**src/rtl/timer_tick_sched.sv**
```systemverilog
`default_nettype none
// ============================================================================
// timer_tick_sched : 100 us toggle -> tick, one-shot/periodic countdown + irq
// Revision: 1.0
// ============================================================================
module timer_tick_sched #(
  parameter int CNT_W = 16
) (
  input  logic             clk_i,
  input  logic             rst_i,
  input  logic             timer_100us_i,
  input  logic             start_i,
  input  logic             stop_i,
  input  logic             mode_i,
  input  logic [CNT_W-1:0] period_i,
  input  logic             ack_i,
  output logic             tick_100us_o,
  output logic             busy_o,
  output logic [CNT_W-1:0] count_o,
  output logic             expire_o,
  output logic             irq_o,
  output logic             overrun_o
);

  typedef enum logic [0:0] {
    ST_IDLE = 1'b0,
    ST_RUN  = 1'b1
  } state_t;

  localparam logic [CNT_W-1:0] CNT_ONE  = CNT_W'(1);
  localparam logic [CNT_W-1:0] CNT_ZERO = '0;

  state_t           state_q, state_d;
  logic             prev_q, prev_d;
  logic             primed_q, primed_d;
  logic             tick_q, tick_d;
  logic             expire_q, expire_d;
  logic             irq_q, irq_d;
  logic             overrun_q, overrun_d;
  logic             mode_q, mode_d;
  logic [CNT_W-1:0] count_q, count_d;
  logic [CNT_W-1:0] period_q, period_d;
  logic             tick_c;

  // The first sample after reset only primes prev; it can never form a tick.
  always_comb begin
    prev_d   = timer_100us_i;
    primed_d = 1'b1;
    tick_c   = primed_q & (timer_100us_i != prev_q);
    tick_d   = tick_c;
  end

  always_comb begin
    state_d  = state_q;
    count_d  = count_q;
    period_d = period_q;
    mode_d   = mode_q;
    expire_d = 1'b0;

    if (stop_i) begin
      state_d = ST_IDLE;
      count_d = CNT_ZERO;
    end else if (start_i) begin
      if (period_i != CNT_ZERO) begin
        state_d  = ST_RUN;
        count_d  = period_i;
        period_d = period_i;
        mode_d   = mode_i;
      end else begin
        state_d = ST_IDLE;
        count_d = CNT_ZERO;
      end
    end else if ((state_q == ST_RUN) && tick_c) begin
      // Reload happens at 1, so the count never passes through 0 while running.
      if (count_q == CNT_ONE) begin
        expire_d = 1'b1;
        if (mode_q) begin
          count_d = period_q;
        end else begin
          count_d = CNT_ZERO;
          state_d = ST_IDLE;
        end
      end else begin
        count_d = count_q - CNT_ONE;
      end
    end
  end

  always_comb begin
    irq_d     = irq_q;
    overrun_d = overrun_q;
    if (ack_i) begin
      irq_d     = 1'b0;
      overrun_d = 1'b0;
    end
    if (expire_d) begin
      irq_d = 1'b1;
      if (irq_q && !ack_i) begin
        overrun_d = 1'b1;
      end
    end
  end

  always_ff @(posedge clk_i) begin
    if (rst_i) begin
      state_q   <= ST_IDLE;
      prev_q    <= 1'b0;
      primed_q  <= 1'b0;
      tick_q    <= 1'b0;
      expire_q  <= 1'b0;
      irq_q     <= 1'b0;
      overrun_q <= 1'b0;
      mode_q    <= 1'b0;
      count_q   <= CNT_ZERO;
      period_q  <= CNT_ZERO;
    end else begin
      state_q   <= state_d;
      prev_q    <= prev_d;
      primed_q  <= primed_d;
      tick_q    <= tick_d;
      expire_q  <= expire_d;
      irq_q     <= irq_d;
      overrun_q <= overrun_d;
      mode_q    <= mode_d;
      count_q   <= count_d;
      period_q  <= period_d;
    end
  end

  assign tick_100us_o = tick_q;
  assign busy_o       = (state_q == ST_RUN);
  assign count_o      = count_q;
  assign expire_o     = expire_q;
  assign irq_o        = irq_q;
  assign overrun_o    = overrun_q;

endmodule
`default_nettype wire

```
**config.mk**
```make
export PLATFORM = sky130hd
export DESIGN_NAME = timer_tick_sched
export DESIGN_NICKNAME = d
export VERILOG_FILES = /design/src/rtl/timer_tick_sched.sv
export SDC_FILE = /design/constraint.sdc
export NUM_CORES = 1
export LEC_CHECK = 0
export BUFFER_PORTS_ARGS = -buffer_cell sky130_fd_sc_hd__buf_2
export CAP_MARGIN = 20
export CORE_MARGIN = 3
export CORE_UTILIZATION = 50
export DETAILED_ROUTE_END_ITERATION = 10
export PLACE_DENSITY = 0.74
export SLEW_MARGIN = 0
export SYNTH_ARGS = -nofsm -noshare
export SYNTH_HDL_FRONTEND = slang
export SYNTH_SLANG_ARGS = --single-unit
```
**constraint.sdc**
```tcl
create_clock -name clk_i -period 2.9 [get_ports clk_i]
set_clock_uncertainty 0.05 [all_clocks]
set_input_delay 0.29 -clock clk_i [delete_from_list [all_inputs] [get_ports clk_i]]
set_output_delay 0.29 -clock clk_i [all_outputs]
set_load 0.01 [all_outputs]
```
**After elaboration in Yosys (flattened, before gate mapping)**

Index checks and enable logic that the tools add are counted.

- Logic and storage cells: 46
- Output and inout bits: 21
- Input bits: 23
- Flip-flop bits (word level): 40

- Mux-type cells: 20
- Reductions and logical operators: 10
- Bitwise gates (word level): 2
- Equal/unequal tests: 3
- Add/subtract/negate cells: 1

Operators with widths:

| kind | count |
|---|---|
| $mux W16 | 5 |
| $eq A16 B1 Y1 const B | 1 |
| $reduce_bool A16 Y1 | 1 |
| $sub A16 B1 Y16 const B | 1 |
| $mux W1 | 15 |
| $reduce_and A3 Y1 | 2 |
| $reduce_bool A2 Y1 | 3 |
| $logic_and A1 B1 Y1 | 2 |
| $ne A2 B2 Y1 const B | 1 |
| $reduce_or A2 Y1 | 1 |
| $and A1 B1 Y1 | 1 |
| $logic_not A1 Y1 | 1 |
| $ne A1 B1 Y1 | 1 |
| $not A1 Y1 | 1 |

**Depth between registers and ports, before layout**

Gate-level depths: netlist of run 1.

- Word-level depth: 7
- Depth in mapped cells: 9
- Mapped depth without buffers: 7

**Worst setup path after synthesis of run 1**

OpenSTA, ideal clock, no wires.

- Path kind: flip-flop to flip-flop
- Start: reg count_q[0], in the netlist count_o[0]
- End: reg count_q[5], in the netlist count_o[5]
- Setup time: 0.128 ns
- Path buffers: 0
- Clock period less this slack: 1.858 ns
- Setup slack: 1.042 ns
- Required time: 2.722 ns
- Arrival time: 1.680 ns
- Cell stages (with the launch flop): 7
- Path through: dfxtp_1 > ha_1 > nor4b_2 > nand4_2 > and4_1 > a2111oi_0 > nor2_1

- Cells in the longest elaborated chain, start to end: 4

RTL lines:

| item | line | text |
|---|---|---|
| start: declaration | 41 | `logic [CNT_W-1:0] count_q, count_d;` |
| start signal: assignment | 125 | `count_q <= count_d;` |
| $sub A16 B1 Y16 or $eq A16 B1 Y1 (tied branches) | 84, 75 |  |
| $mux W16 (*) | 75 | `if (count_q == CNT_ONE) begin` |
| $mux W16 (*) | 73 | `end else if ((state_q == ST_RUN) && tick_c) begin` |
| $mux W16 (*) | 63 | `end else if (start_i) begin` |

Mark *: on every way between the ends. The rest lies on a longest branch, timed or not. The select of a mux whose other input is x is not followed.
A chain may end at the register's enable or synchronous reset.

**Final worst setup path of run 1**

- Start: reg count_q[0], in the netlist count_o[0]
- End: reg count_q[8], in the netlist count_o[8]

Same word-level chain as after synthesis.

==> results.yml, run 1 <==
final_layout:
  fin_cells: 349
  design_area_um2: 2490
  fillCellCount: 415
  layout.nets: 323
  syn_to_final_growth_pct: 13.9
  antenna_cells: 0
  drive_above_1_share: 0.231
  multi_input_area_um2: 1270
  ff_latch_area_um2: 801
  final_core_util: 0.606
yosys:
  syn-num-nets: 287
  seq_area_frac_synth: 0.366
  yosys.cell_types.count: 52
  syn_avg_cell_area_um2: 8.36
  synth_edf_count: 0
  synth_top_area_frac: 0.366
  synth.area.top_cells: "dfxtp_1 37%, mux2i_1 7.8%, a21oi_1 6.9%"
  ys_warn_count: 0
  synth_cells: 262
  async_flop_share: 0
  synthesis.area_um2: 2190
  ys.flop_type: "dfxtp_1"
  yosys_register_bits: 40
  synth_top_area_cell: "dfxtp_1"
routing:
  drt_first_iter_violations: 299
  drc: 0
  viasPerCell: 6.03
  routed_wl_um: 5880
  drt_pre_antenna_iters: 4
  num_vias: 2104
  ant_nets: 0
  wl_per_cell_um: 16.9
grt:
  antenna_found_initial: 0
  grt_pass1_wl_um: 9750
  grt_overflow: 0
  grt_usage: 0.236
  grt_max_degree: 25
  grt_pass1_vias: 1903
clocking:
  tritoncts: "built"
  hold_buffers: 0
  cts_root_buffer: "clkbuf_8"
  postCtsSetupRepairBufs: 0
  cts.sinks: 40
  clk_pin_slew_ns: 0.08
  cts.path.max_buffers: 2
  numCtsBuffers: 5
  insertion_delay_ns: 0.30
  cts_resized: 0
  ctsHtreeMaxLevel: 2
power:
  pwr_density_cell_nw_per_um2: 493
  switchingPower_uw: 365
  leakagePower_nw: 1.03
  p_int_uw: 864
  clockPowerShare: 0.322
  p_comb_frac: 0.187
  ir_drop_mv: 0.274
  pwr-share-seq: 0.492
  p_sw_frac: 0.297
  fin_total_pwr_mw: 1.23
min_path:
  hold-path-endpoint: "overrun_o$_SDFF_PP0_"
  hp-start: "ack_i"
  hold_class: "in2reg"
  holdPathStages: 2
timing:
  rsz0062_at_grt: "no"
  layout_setup_ws_ns: 0.640
  setup-violations-final: 0
  clock.fmax_mhz: 443
  period_needed_ns: 2.26
  whs_ns: 0.112
  worstMarginPinSlew_ns: 0.834
  relSlewSlack: 0.442
  final.period_utilization: 0.779
  drv_slew: 0
  hold_viol: 0
  fin_tns_setup_ns: 0
die:
  core-area_um2: 4120
  design.die.area_um2: 5210
  die_x_um: 72.2
  die_h_um: 72.2
  pin_count: 44
  num_rows: 23
  start_util: 0.532
setup_path:
  r2r_start: "count_o[0]$_SDFFE_PP0P_"
  cp.arrival_ns: 2.44
  required_ns: 3.08
  path_max_fanout: 21
  cp_cell_sequence: "ha_1 > nor4b_2 > and4_1 > buf_4 > and3_1 > o211ai_1 > a31oi_1"
  rrSetupSlack_ns: 0.64
  crit_type: "reg2reg"
  worstSetupStartpointType: "flop"
  crit_family: "simple AND/OR/NAND/NOR gates"
  r2r_end: "count_o[8]$_SDFFE_PP0P_"
  slowest_stage: "dfxtp_1"
  critPathMaxStageDelay_ns: 0.48
  ff2ff_path_depth: 7
  worst-path-buf-inv: 1
  endpoint_kind: "flop"
  cp-startpoint: "count_o[0]$_SDFFE_PP0P_"
placed_design:
  hpwl_um: 4230
  place_inst: 341
  gp_congestion: 0.853
  io_buffers: 43
  place_area_um2: 2400
  place_ws_ns: 0.644
run:
  cap_violations: 0
status:
  status: "completed"
[layer usage]
layer  track usage  share of wire  vias to the layer above
met2         0.331           0.43                       89
met4        0.0605         0.0078                        0
met5             0              0                        -
li1              -              -                     1022
met3        0.0582          0.082                        6
met1         0.359           0.48                      987
[registers in the layout (all words and copies together) (netlist names)]
name / flops
busy_o: 1
count_o: 16
primed_q: 1
irq_o: 1
prev_q: 1
tick_100us_o: 1
overrun_o: 1
mode_q: 1
expire_o: 1
period_q: 16
[cells in the mapped netlist (6+ instances only)]
cell type and number:
and3_1 9, o21ai_0 24, inv_1 6, dfxtp_1 40
clkbuf_1 10, xnor2_1 7, nor2_1 29, mux2i_1 17
nor4_1 8, nand2_1 13, a21oi_1 30
[cells by family after synthesis]
| kind of cell | count (synthesis) | synth area share |
|---|---|---|
| simple gates | 93 | 0.247 |
| compound gates | 76 | 0.202 |
| flops | 40 | 0.366 |
| buf+inv | 24 | 0.0560 |
| mux | 17 | 0.0777 |
| xor+xnor | 10 | 0.0400 |
| fa+ha+maj | 2 | 0.0114 |
[cell type report]
class                           count  area share
Sequential cell                    40       0.321
Clock buffer                        7      0.0346
Clock inverter                      1     0.00301
Tap cell                           50      0.0251
Multi-Input combinational cell    198       0.509
Timing Repair Buffer               47      0.0983
Inverter                            6     0.00903
[worst max-delay path by stage]
stage                                     end  slack [ns]  cells past startpoint
finish                count_o[8]$_SDFFE_PP0P_        0.64                      7
global route          count_o[8]$_SDFFE_PP0P_        0.50                      7
CTS                   count_o[8]$_SDFFE_PP0P_        0.66                      7
detailed placement  period_q[14]$_SDFFE_PP0P_        0.64                      7
global placement     period_q[0]$_SDFFE_PP0P_        0.72                      7
floorplan             count_o[5]$_SDFFE_PP0P_        1.04                      6
[layout by cell type (no fill, tap or decap), drive strengths merged, types with 3 or more instances in the layout]
cell type,instances
o21ai,27
nor2,29
xor2,3
dfxtp,40
nor4,12
nand3,6
nand2,14
clkbuf,7
nor3,5
mux2i,17
buf,47
a21oi,32
inv,6
nor2b,3
and3,9
or3,3
o211ai,3
xnor2,7
[power groups by stage]
stage                     Sequential (mW)  Combinational (mW)  Clock [mW]
final                               0.605               0.229       0.395
after global routing                0.609               0.255       0.426
after CTS                           0.604               0.226       0.396
after detailed placement            0.616               0.224           0
after global placement              0.616               0.221           0
after floorplan                     0.610               0.158           0
(Power assumes the default switching activity.)
==> run 2, diff against run 1 <==
- CORE_UTILIZATION: 50 -> 49
- PLACE_DENSITY: 0.74 -> 0.75
- clock period: 2.9 -> 1.96 ns (I/O delays scaled with it)
==> run 2 against run 1 <==
Effect of this change: total power grew 70%; sequential share of layout area shrank 5.0 points; hold slack lost 0.092 ns; global-route usage grew 1.9 points; via count grew 12%; first-iteration DRC count shrank 19%; setup slack lost 0.62 ns; die area grew 1.9%; sequential power grew 46%; register-to-register slack lost 0.62 ns; sequential cell count is the same; final area grew 18%; critical path type unchanged; largest power group unchanged; highest routed layer unchanged.
==> results.yml, run 2 (synthesis gave the netlist of run 1 again) <==
timing:
  period_needed_ns: 1.94
  layout_setup_ws_ns: 0.0206
  final.period_utilization: 0.989
  whs_ns: 0.0201
  drv_slew: 0
  fin_tns_setup_ns: 0
  relSlewSlack: 0.527
  clock.fmax_mhz: 516
  hold_viol: 0
  worstMarginPinSlew_ns: 0.707
  setup-violations-final: 0
grt:
  grt_usage: 0.256
  grt_pass1_wl_um: 10600
  grt_pass1_vias: 2171
  grt_max_degree: 25
  grt_overflow: 0
  antenna_found_initial: 0
setup_path:
  r2r_start: "count_o[1]$_SDFFE_PP0P_"
  cp.arrival_ns: 2.07
  required_ns: 2.09
  crit_type: "reg2reg"
  endpoint_kind: "flop"
  path_max_fanout: 10
  cp-startpoint: "count_o[1]$_SDFFE_PP0P_"
  rrSetupSlack_ns: 0.02
  worstSetupStartpointType: "flop"
placed_design:
  io_buffers: 43
  gp_congestion: 0.923
  place_ws_ns: -0.130
  hpwl_um: 4670
  place_area_um2: 2670
die:
  core-area_um2: 4140
  die_h_um: 72.8
  num_rows: 23
  pin_count: 44
  design.die.area_um2: 5310
  die_x_um: 72.8
  start_util: 0.528
routing:
  drt_pre_antenna_iters: 5
  drc: 0
  wl_per_cell_um: 18.0
  drt_first_iter_violations: 241
  viasPerCell: 6.10
  ant_nets: 0
  num_vias: 2365
  routed_wl_um: 6990
final_layout:
  layout.nets: 362
  antenna_cells: 0
  fillCellCount: 327
  drive_above_1_share: 0.358
  final_common_cell: "buf_2"
  ff_latch_area_um2: 802
  design_area_um2: 2950
  syn_to_final_growth_pct: 34.9
  multi_input_area_um2: 1350
  final_cell_mix: "43 x buf_2, 39 x dfxtp_1, 39 x buf_4, 30 x a21oi_1, 28 x nor2_1"
run:
  cap_violations: 0
clocking:
  cts.path.max_buffers: 2
  insertion_delay_ns: 0.30
  clk_pin_slew_ns: 0.09
  ctsHtreeMaxLevel: 2
  cts.sinks: 40
  hold_buffers: 0
  cts_root_buffer: "clkbuf_8"
  numCtsBuffers: 5
  tritoncts: "built"
status:
  status: "completed"
power:
  ir_drop_mv: 0.506
  leakagePower_nw: 1.28
  pwr_density_cell_nw_per_um2: 708
min_path:
  hp-start: "ack_i"
  hold_class: "in2reg"
## run 2: cell count changes in the layout (fill, tap and decap cells not counted), sizes merged
cell / before / now
clkbuf: 7 / 8
clkinvlp: 1 / 0
bufinv: 0 / 1
buf: 47 / 85
## run 2: worst max-delay path, stage by stage (launching register included)
cell and delay [ns]:
dfxtp_2 0.36, inv_2 0.07, ha_4 0.16, nor4b_4 0.13, and4_4 0.22, buf_4 0.15, clkbuf_16 0.16, a221oi_1 0.39
a21oi_1 0.13
## run 2: per-stage QoR
stage / power (mW) / instances / util
3_5_place_dp: 1.30 / 375 / 0.644
2_1_floorplan: 1.14 / 262 / -
4_1_cts: 2.04 / 383 / 0.677
3_3_place_gp: 1.29 / 375 / 0.644
6_report: 2.09 / 388 / 0.713
5_1_grt: 2.15 / 388 / 0.713
## run 2: what timing repair did
action / in CTS / in global routing
endpoints found under the setup margin: 1 / 10
gates cloned: 0 / 1
setup buffers: 0 / 3
resized for setup: 2 / 17
## run 2: worst paths after layout
| kind | cells past startpoint | end |
|---|---|---|
| setup / recovery | 8 | count_o[15]$_SDFFE_PP0P_ |
| hold / removal | 2 | overrun_o$_SDFF_PP0_ |
| setup reg to reg | 8 | count_o[15]$_SDFFE_PP0P_ |
| hold reg to reg | 2 | period_q[1]$_SDFFE_PP0P_ |
## run 2: final cells by class
cell class              instances  share of cell area
clock buffers                   7              0.0326
clock inverters                 1              0.0102
inverters                       6             0.00762
multi-input cells             198               0.457
flip-flops and latches         40               0.271
well taps                      50              0.0212
repair buffers                 86               0.200
## run 2: power breakdown
group	total, mW	internal (mW)	switching, mW
Combinational	0.457	0.212	0.245
Sequential	0.882	0.849	0.0335
Clock	0.752	0.450	0.302
Total	2.09	1.51	0.581
## run 2: per-layer routing
layer / vias to the layer above / track usage / part of all wire
met3: 25 / 0.0551 / 0.078
met4: 0 / 0.100 / 0.032
met5: - / 0 / 0
li1: 1102 / - / -
met2: 126 / 0.381 / 0.47
met1: 1112 / 0.360 / 0.42
